File: src/rtl/s2mm_cmd_gen.sv
// s2mm_cmd_gen: turns a 64-bit write tag into one DataMover S2MM command and then
// forwards exactly BTT bytes of the untermed core result stream, adding a
// generated tlast and a masked final tkeep. S2MM status beats retire
// outstanding commands and latch the first error seen.
// Ports:
//   s_axis_tag_*     write tag in: [31:0] addr, [54:32] BTT, [58:55] cmd id
//   s_axis_data_*    core result stream in (no tlast / tkeep)
//   m_axis_s2mm_cmd_* 72-bit DataMover command out
//   m_axis_s2mm_*    S2MM data out, with tkeep and tlast
//   s_axis_s2mm_sts_* status in (always accepted)
//   outstanding      commands issued and still awaiting status
//   idle             nothing in flight
//   err, err_tag     sticky error flag and the cmd id of the first error
`ifndef DFLT_CORE_AXI_DATA_WIDTH
`define DFLT_CORE_AXI_DATA_WIDTH 128
`endif
`ifndef DFLT_MEM_TAG_WIDTH
`define DFLT_MEM_TAG_WIDTH 64
`endif

module s2mm_cmd_gen #(
    parameter int AXI_DATA_WIDTH  = `DFLT_CORE_AXI_DATA_WIDTH,
    parameter int S2MM_TAG_WIDTH  = `DFLT_MEM_TAG_WIDTH,
    parameter int MAX_OUTSTANDING = 16,
    localparam int BPB = AXI_DATA_WIDTH / 8,
    localparam int LB  = $clog2(BPB),
    localparam int BW  = 23 - LB + 1,
    localparam int OW  = $clog2(MAX_OUTSTANDING) + 1
) (
    input  logic                      clk,
    input  logic                      rst_n,
    input  logic                      s_axis_tag_tvalid,
    output logic                      s_axis_tag_tready,
    input  logic [S2MM_TAG_WIDTH-1:0] s_axis_tag_tdata,
    input  logic                      s_axis_data_tvalid,
    output logic                      s_axis_data_tready,
    input  logic [AXI_DATA_WIDTH-1:0] s_axis_data_tdata,
    output logic                      m_axis_s2mm_cmd_tvalid,
    input  logic                      m_axis_s2mm_cmd_tready,
    output logic [71:0]               m_axis_s2mm_cmd_tdata,
    output logic                      m_axis_s2mm_tvalid,
    input  logic                      m_axis_s2mm_tready,
    output logic [AXI_DATA_WIDTH-1:0] m_axis_s2mm_tdata,
    output logic [BPB-1:0]            m_axis_s2mm_tkeep,
    output logic                      m_axis_s2mm_tlast,
    input  logic                      s_axis_s2mm_sts_tvalid,
    output logic                      s_axis_s2mm_sts_tready,
    input  logic [7:0]                s_axis_s2mm_sts_tdata,
    output logic [OW-1:0]             outstanding,
    output logic                      idle,
    output logic                      err,
    output logic [3:0]                err_tag
);

    localparam logic [1:0] IDLE = 2'd0;
    localparam logic [1:0] CMD  = 2'd1;
    localparam logic [1:0] DATA = 2'd2;

    logic [1:0]    state_q, state_d;
    logic [31:0]   addr_q, addr_d;
    logic [22:0]   btt_q, btt_d;
    logic [3:0]    id_q, id_d;
    logic [BW-1:0] beats_q, beats_d;
    logic [OW-1:0] outst_q, outst_d;
    logic          err_q, err_d;
    logic [3:0]    err_tag_q, err_tag_d;

    logic          tag_hs, cmd_hs, data_hs, last_beat;
    logic          sts_bad;
    logic [23:0]   btt_round;
    logic [LB-1:0] rem;
    logic [BPB-1:0] last_keep;

    logic unused_tag;
    assign unused_tag = ^s_axis_tag_tdata[S2MM_TAG_WIDTH-1:59];

    assign s_axis_tag_tready  = (state_q == IDLE) &&
                                (outst_q < OW'(MAX_OUTSTANDING));
    assign tag_hs             = s_axis_tag_tvalid && s_axis_tag_tready;

    assign m_axis_s2mm_cmd_tvalid = (state_q == CMD);
    assign m_axis_s2mm_cmd_tdata  = {4'b0, id_q, addr_q, 1'b0, 1'b1,
                                     6'b0, 1'b1, btt_q};
    assign cmd_hs = m_axis_s2mm_cmd_tvalid && m_axis_s2mm_cmd_tready;

    // DATA is a pure passthrough; everywhere else both sides are held off.
    assign m_axis_s2mm_tvalid = (state_q == DATA) && s_axis_data_tvalid;
    assign s_axis_data_tready = (state_q == DATA) && m_axis_s2mm_tready;
    assign m_axis_s2mm_tdata  = s_axis_data_tdata;
    assign data_hs   = m_axis_s2mm_tvalid && m_axis_s2mm_tready;
    assign last_beat = (beats_q == BW'(1));
    assign m_axis_s2mm_tlast  = (state_q == DATA) && last_beat;

    // Final beat keeps the low (BTT mod BPB) bytes; remainder 0 means full.
    assign rem = btt_q[LB-1:0];
    always_comb begin
        last_keep = '0;
        for (int i = 0; i < BPB; i++)
            last_keep[i] = (rem == '0) || (i < int'(rem));
    end
    assign m_axis_s2mm_tkeep = last_beat ? last_keep : '1;

    assign btt_round = {1'b0, btt_q} + 24'(BPB - 1);

    assign s_axis_s2mm_sts_tready = 1'b1;
    // A status with nothing outstanding is counted as an error too.
    assign sts_bad = s_axis_s2mm_sts_tvalid &&
                     (!s_axis_s2mm_sts_tdata[7] ||
                      (|s_axis_s2mm_sts_tdata[6:4]) ||
                      (outst_q == '0));

    always_comb begin
        state_d   = state_q;
        addr_d    = addr_q;
        btt_d     = btt_q;
        id_d      = id_q;
        beats_d   = beats_q;
        outst_d   = outst_q;
        err_d     = err_q;
        err_tag_d = err_tag_q;
        case (state_q)
            IDLE: if (tag_hs) begin
                addr_d = s_axis_tag_tdata[31:0];
                btt_d  = s_axis_tag_tdata[54:32];
                id_d   = s_axis_tag_tdata[58:55];
                if (s_axis_tag_tdata[54:32] != '0)
                    state_d = CMD;
            end
            CMD: if (cmd_hs) begin
                beats_d = BW'(btt_round >> LB);
                state_d = DATA;
            end
            DATA: if (data_hs) begin
                beats_d = beats_q - BW'(1);
                if (last_beat)
                    state_d = IDLE;
            end
            default: state_d = IDLE;
        endcase
        if (cmd_hs && !(s_axis_s2mm_sts_tvalid && outst_q != '0))
            outst_d = outst_q + OW'(1);
        else if (!cmd_hs && s_axis_s2mm_sts_tvalid && outst_q != '0)
            outst_d = outst_q - OW'(1);
        if (sts_bad && !err_q) begin
            err_d     = 1'b1;
            err_tag_d = s_axis_s2mm_sts_tdata[3:0];
        end
    end

    always_ff @(posedge clk or negedge rst_n) begin
        if (!rst_n) begin
            state_q   <= IDLE;
            addr_q    <= '0;
            btt_q     <= '0;
            id_q      <= '0;
            beats_q   <= '0;
            outst_q   <= '0;
            err_q     <= 1'b0;
            err_tag_q <= '0;
        end else begin
            state_q   <= state_d;
            addr_q    <= addr_d;
            btt_q     <= btt_d;
            id_q      <= id_d;
            beats_q   <= beats_d;
            outst_q   <= outst_d;
            err_q     <= err_d;
            err_tag_q <= err_tag_d;
        end
    end

    assign outstanding = outst_q;
    assign idle        = (state_q == IDLE) && (outst_q == '0);
    assign err         = err_q;
    assign err_tag     = err_tag_q;

endmodule

File: config.mk
export PLATFORM = sky130hd
export DESIGN_NAME = s2mm_cmd_gen
export DESIGN_NICKNAME = d
export VERILOG_FILES = /design/src/rtl/s2mm_cmd_gen.sv
export SDC_FILE = /design/constraint.sdc
export NUM_CORES = 1
export LEC_CHECK = 0
export BUFFER_PORTS_ARGS = -buffer_cell sky130_fd_sc_hd__clkbuf_2
export CAP_MARGIN = 20
export CORE_AREA = 3 3 169 171
export DETAILED_ROUTE_END_ITERATION = 7
export DIE_AREA = 0 0 172 174
export PLACE_DENSITY = 0.46
export SLEW_MARGIN = 30
export SYNTH_ARGS = -nofsm -noshare
export SYNTH_HDL_FRONTEND = slang
export SYNTH_SLANG_ARGS = --single-unit
File: constraint.sdc
create_clock -name clk -period 2.18 [get_ports clk]
set_input_delay 0.327 -clock clk [delete_from_list [all_inputs] [get_ports clk]]
set_output_delay 0.327 -clock clk [all_outputs]
set_load 0.02 [all_outputs]
## Word level (Yosys, flattened, before mapping)

Cells that the tools add are included.

- Register bits after elaboration: 91
- Output and inout bits: 233

- $add $sub $neg: 4
- $lt $le $gt $ge: 16
- Eq/ne operators: 8
- Mux-type cells: 12
- Reduce and logical (&&, ||, !) cells: 46

Operator list:

| operator | count |
|---|---|
| 20-bit 2-to-1 mux | 2 |
| 20-bit one-hot mux with 2 select lines | 1 |
| 4-bit < comparator, first input constant | 7 |
| 23-bit by 4-bit adder with 24-bit output, second input constant | 1 |
| 23-bit nonzero test | 1 |
| 20-bit by 1-bit == test with 1-bit output, second input constant | 1 |
| 20-bit by 1-bit subtractor with 20-bit output, second input constant | 1 |
| 1-bit logical OR | 17 |
| 3-bit by 4-bit < comparator with 1-bit output, first input constant | 4 |
| 16-bit 2-to-1 mux | 1 |
| 1-bit logical AND | 14 |
| 2-bit 2-to-1 mux | 5 |
| 5-bit 2-to-1 mux | 2 |
| 1-bit by 4-bit < comparator with 1-bit output, first input constant | 2 |
| 2-bit by 4-bit < comparator with 1-bit output, first input constant | 2 |
| 2-bit inequality test, second input constant | 4 |
| 2-bit one-hot mux with 3 select lines | 1 |
| 5-bit by 1-bit adder with 5-bit output, second input constant | 1 |
| 5-bit logical NOT | 1 |
| 5-bit < comparator, second input constant | 1 |
| 5-bit AND reduction | 1 |
| 5-bit nonzero test | 1 |
| 5-bit by 1-bit subtractor with 5-bit output, second input constant | 1 |
| 1-bit logical NOT | 4 |
| other kinds (9) | 10 |

## Logic depth before layout (Yosys ltp)

- Depth after elaboration: 7
- Gate-level depth with buffers: 8
- Mapped depth without buffers: 8

## Least setup slack after synthesis

Ideal clock, no wire load.

- Path kind: register to register
- Start point: register state_q[1]
- End point: register btt_q[10]
- Library setup time: 0.125 ns
- Data arrival time: 2.172 ns
- Data required time: 2.055 ns
- Slack: -0.116 ns
- Stages on the path, launching flop included: 7
- Path buffers: 3
- Period minus slack after synthesis: 2.296 ns
- Path through: dfrtp_1 -> clkbuf_1 -> nor3_1 -> and2_1 -> clkbuf_1 -> clkbuf_1 -> mux2_2

- Longest elaborated chain between the ends: 4

RTL lines:

| what | RTL line | text |
|---|---|---|
| from (decl) | 59 | `logic [1:0] state_q, state_d;` |
| from (signal assigned) | 161 | `state_q <= state_d;` |
| 2-bit logical NOT | 77 | `assign s_axis_tag_tready = (state_q == IDLE) &&` |
| 1-bit logical AND | 77 |  |
| named net s_axis_tag_tready | 33 | `output logic s_axis_tag_tready,` |
| 1-bit logical AND | 79 | `assign tag_hs = s_axis_tag_tvalid && s_axis_tag_tready;` |
| 2-bit AND reduction (no line) | n/a |  |
| to (signal assigned) | 163 | `btt_q <= btt_d;` |
| to (decl) | 61 | `logic [22:0] btt_q, btt_d;` |

The timed path passes the listed nets, and every way through them passes these cells.
A chain may end at the register's enable or synchronous reset.

## Worst setup path in the final report

- Start point: register beats_q[8]
- End point: output port m_axis_s2mm_tkeep[2]

- Longest elaborated chain between the ends: 2

RTL lines:

| what | RTL line | text |
|---|---|---|
| from (decl) | 63 | `logic [BW-1:0] beats_q, beats_d;` |
| from (signal assigned) | 165 | `beats_q <= beats_d;` |
| 20-bit by 1-bit == test with 1-bit output | 91 | `assign last_beat = (beats_q == BW'(1));` |
| 16-bit 2-to-1 mux | 101 | `assign m_axis_s2mm_tkeep = last_beat ? last_keep : '1;` |
| to (decl) | 44 | `output logic [BPB-1:0] m_axis_s2mm_tkeep,` |

Every way passes these cells.

==> results.yml <==
route:
  via_per_inst: 4.37
  dr.pass1.iters: 4
  ant_nets: 0
  routed_wl_mm: 19.9
  drcViolationCount: 0
  detail_route.wl_per_cell_um: 20.1
  vias: 4318
  drtIter0Drc: 137
worst_setup_path:
  end_kind: "primary output"
  max_stage_delay_ns: 0.58
  path_common_cell: "or4_4"
  crit_type: "flip-flop to primary output"
  cp_cell_sequence: "or4_4, nor2_4, nand4_1, buf_6, or4_4, buf_8"
  worstPathArrival_ns: 2.33
  regToRegSetupSlack_ns: 0.07
  start_kind: "flip-flop"
  cp.required_ns: 1.85
  path_max_fanout: 5
  critPathSlowestCell: "or4_4"
synthesis:
  yosys_warnings: 0
  yosysUniqueCellTypes: 55
  async_flop_share_pct: 100
  syn_area_per_cell_sq_um: 10.2
  synth_ff_type: "dfrtp_1"
  yosysTopAreaCellShare_pct: 40.1
  ys_seq_area_share_pct: 40.1
  ys_ff_latch: 91
  synth_top_area_cell: "dfrtp_1"
  synth.cell_area_sq_um: 5680
  netlist_instances: 559
  yosys-top-cells-area: "dfrtp_1 (40%), buf_4 (19%), mux2_2 (13%)"
  synth_edf_count: 0
power_and_ir_drop:
  p_int_mw: 5.51
  seq_power_share_pct: 33.5
  switchingPower_mw: 4.16
  p_leak_nw: 3.00
  pwr-share-comb_pct: 50.4
  ir_worst_vdd_uv: 588
  power.density_nw_per_um2: 1410
  swShare_pct: 43.0
  clkPwrFrac_pct: 16.1
sta:
  setup_viol_count_final: 16
  tightestPinTransition_ns: 0.589
  rsz0062_at_grt: "true"
  setup_ws_ns: -0.480
  max_slew_margin_pct: 60.6
  clock_skew_ns: 0.00903
  slew_viol_final: 0
  finalHoldViolCount: 0
  period_minus_slack_ns: 2.66
  tns_ns: -6.65
  fmax_ghz: 0.376
  period_share_pct: 122
cts:
  cts-buffers-inserted: 9
  numClockSinks: 91
  clock-root-buffer: "clkbuf_16"
  clock_path_buffers: 2
  htreeDepth: 3
  clkSlewWorstSetupHoldPaths_ns: 0.07
  worstSkewPairLatency_ns: 0.35
  cts_tree: "built"
die:
  ios: 440
  coreArea_sq_um: 27000
  die_w_um: 172
  die_h_um: 174
  dieArea_sq_um: 29900
  initial_core_util_pct: 21.0
  rows: 60
layout:
  syn_to_final_growth_pct: 20.5
  layout_common_cells: "clkbuf_2 (146), dfrtp_1 (88), mux2_2 (65)"
  fin_cells: 987
  fin_nets: 854
  antenna_cells: 0
  layout.cells.most_common: "clkbuf_2"
  drive_gt1_share_pct: 52.5
  final_cell_area_sq_um: 6850
  utilization_pct: 25.3
global_routing:
  grt_pass1_wl_mm: 28.8
  grt.total_usage_pct: 12.7
  grt_start_max_net_pins: 40
  grt_pass1_vias: 4528
  grt-ovfl-total: 0
  antenna_found_initial: 0
place:
  gp_congestion: 0.819
  hpwl_mm: 16.4
  numPortBuffers: 163
  place_inst: 968
  postPlaceCellArea_sq_um: 6300
outcome:
  outcome: "complete, but fails checks"
  failed_checks: "setup timing"
job:
  maxCapViolations: 0
hold_path:
  hold_class: "input port to flip-flop"
==> final cells by class <==
class / instances / area [sq um]
Fill cell: 2907 / 20200
Clock buffer: 9 / 225
Sequential cell: 91 / 2280
Multi-Input combinational cell: 312 / 2390
Clock inverter: 7 / 67.6
Inverter: 5 / 18.8
Tap cell: 341 / 427
Timing Repair Buffer: 222 / 1440
==> critical path: cells and delay by family (launching register included) <==
kind                   cells  cell delay, ns
AND/OR/NAND/NOR            4            1.30
flip-flops                 1            0.38
buffers and inverters      2            0.31
==> cells by family (layout without fill, tap and decap cells) <==
kind of cell             Yosys count  in the layout  synth area share [%]
AO/OA/AOI/OAI                     65             65                  7.49
XOR/XNOR                          22             22                  3.39
adder cells (fa/ha/maj)            6              6                  1.45
buffers and inverters            169            243                  20.7
flip-flops                        91             91                  40.1
multiplexers                      67             67                  13.2
other                              2             15                 0.132
AND/OR/NAND/NOR                  137            137                  13.5
==> per-stage QoR <==
step	power (mW)	setup slack, ns	hold slack [ns]
after floorplan	6.42	-0.0651	0.0314
after global placement	8.03	-0.236	0.340
after detailed placement	8.07	-0.203	0.333
after CTS	9.74	-0.481	0.189
after global routing	10.4	-0.565	0.189
final	9.67	-0.480	0.202
==> worst paths after layout <==
| kind | start | endpoint | cells past startpoint |
|---|---|---|---|
| min | s_axis_tag_tdata[19] | addr_q[19]$_DFFE_PN0P_ | 2 |
| max in group asynchronous | rst_n | btt_q[15]$_DFFE_PN0P_ | 3 |
| max reg2reg | beats_q[8]$_DFFE_PN0P_ | beats_q[17]$_DFFE_PN0P_ | 6 |
| min in group asynchronous | rst_n | addr_q[30]$_DFFE_PN0P_ | 2 |
| min reg2reg | err$_DFFE_PN0P_ | err$_DFFE_PN0P_ | 1 |
| max | beats_q[8]$_DFFE_PN0P_ | m_axis_s2mm_tkeep[2] | 6 |
==> cell usage after synthesis, types with 2 or more instances <==
library cell  instances
ha_1                  5
and2_1                3
o21ai_0              21
nand3b_1              2
and3_1                3
nor2_1               24
mux2i_1               2
clkbuf_1             14
mux2_2               65
a31oi_1               3
nor2b_1               3
xnor2_1               9
dfrtp_1              91
or4_1                 5
buf_4               143
a21o_1                3
o21a_1                2
nand2_1              25
buf_2                 6
o211ai_1              5
nor3_1               12
a21oi_1              14
conb_1                2
inv_1                 5
o221a_2               2
nor4b_1               4
or3_1                 5
a211oi_1              3
nand2b_1              3
nand4_1               9
a221oi_1              3
xor2_1               13
or4_4                 2
nor4_1               12
nand3_1              16
==> timing repair <==
item	CTS	global route
hold buffers	1	0
pin swaps	7	8
buffers inserted	1	2
endpoints found under the hold margin	36	0
endpoints found under the setup margin	18	21
gates resized for setup	37	38
==> power by group through the flow <==
stage               clock (mW)  combinational (mW)  sequential (mW)
global route              1.70                5.30             3.38
global placement             0                4.79             3.24
detailed placement           0                4.81             3.26
finish                    1.56                4.87             3.24
CTS                       1.62                4.87             3.25
floorplan                    0                2.50             3.92
==> routing by layer <==
metal	wire, um	GRT usage, %	vias to the layer above
li1	-	-	1975
met1	5940	11.3	2060
met2	10800	24.1	244
met3	2640	6.66	39
met4	464	4.22	0
met5	0	0	-
==> flip-flops by register name, summed over array words and instances, names as in the netlist <==
signal,count
beats_q,20
addr_q,32
outstanding,5
err_tag,4
err,1
btt_q,23
id_q,4
state_q,2
Note: power is estimated with default switching activity, not from simulation.
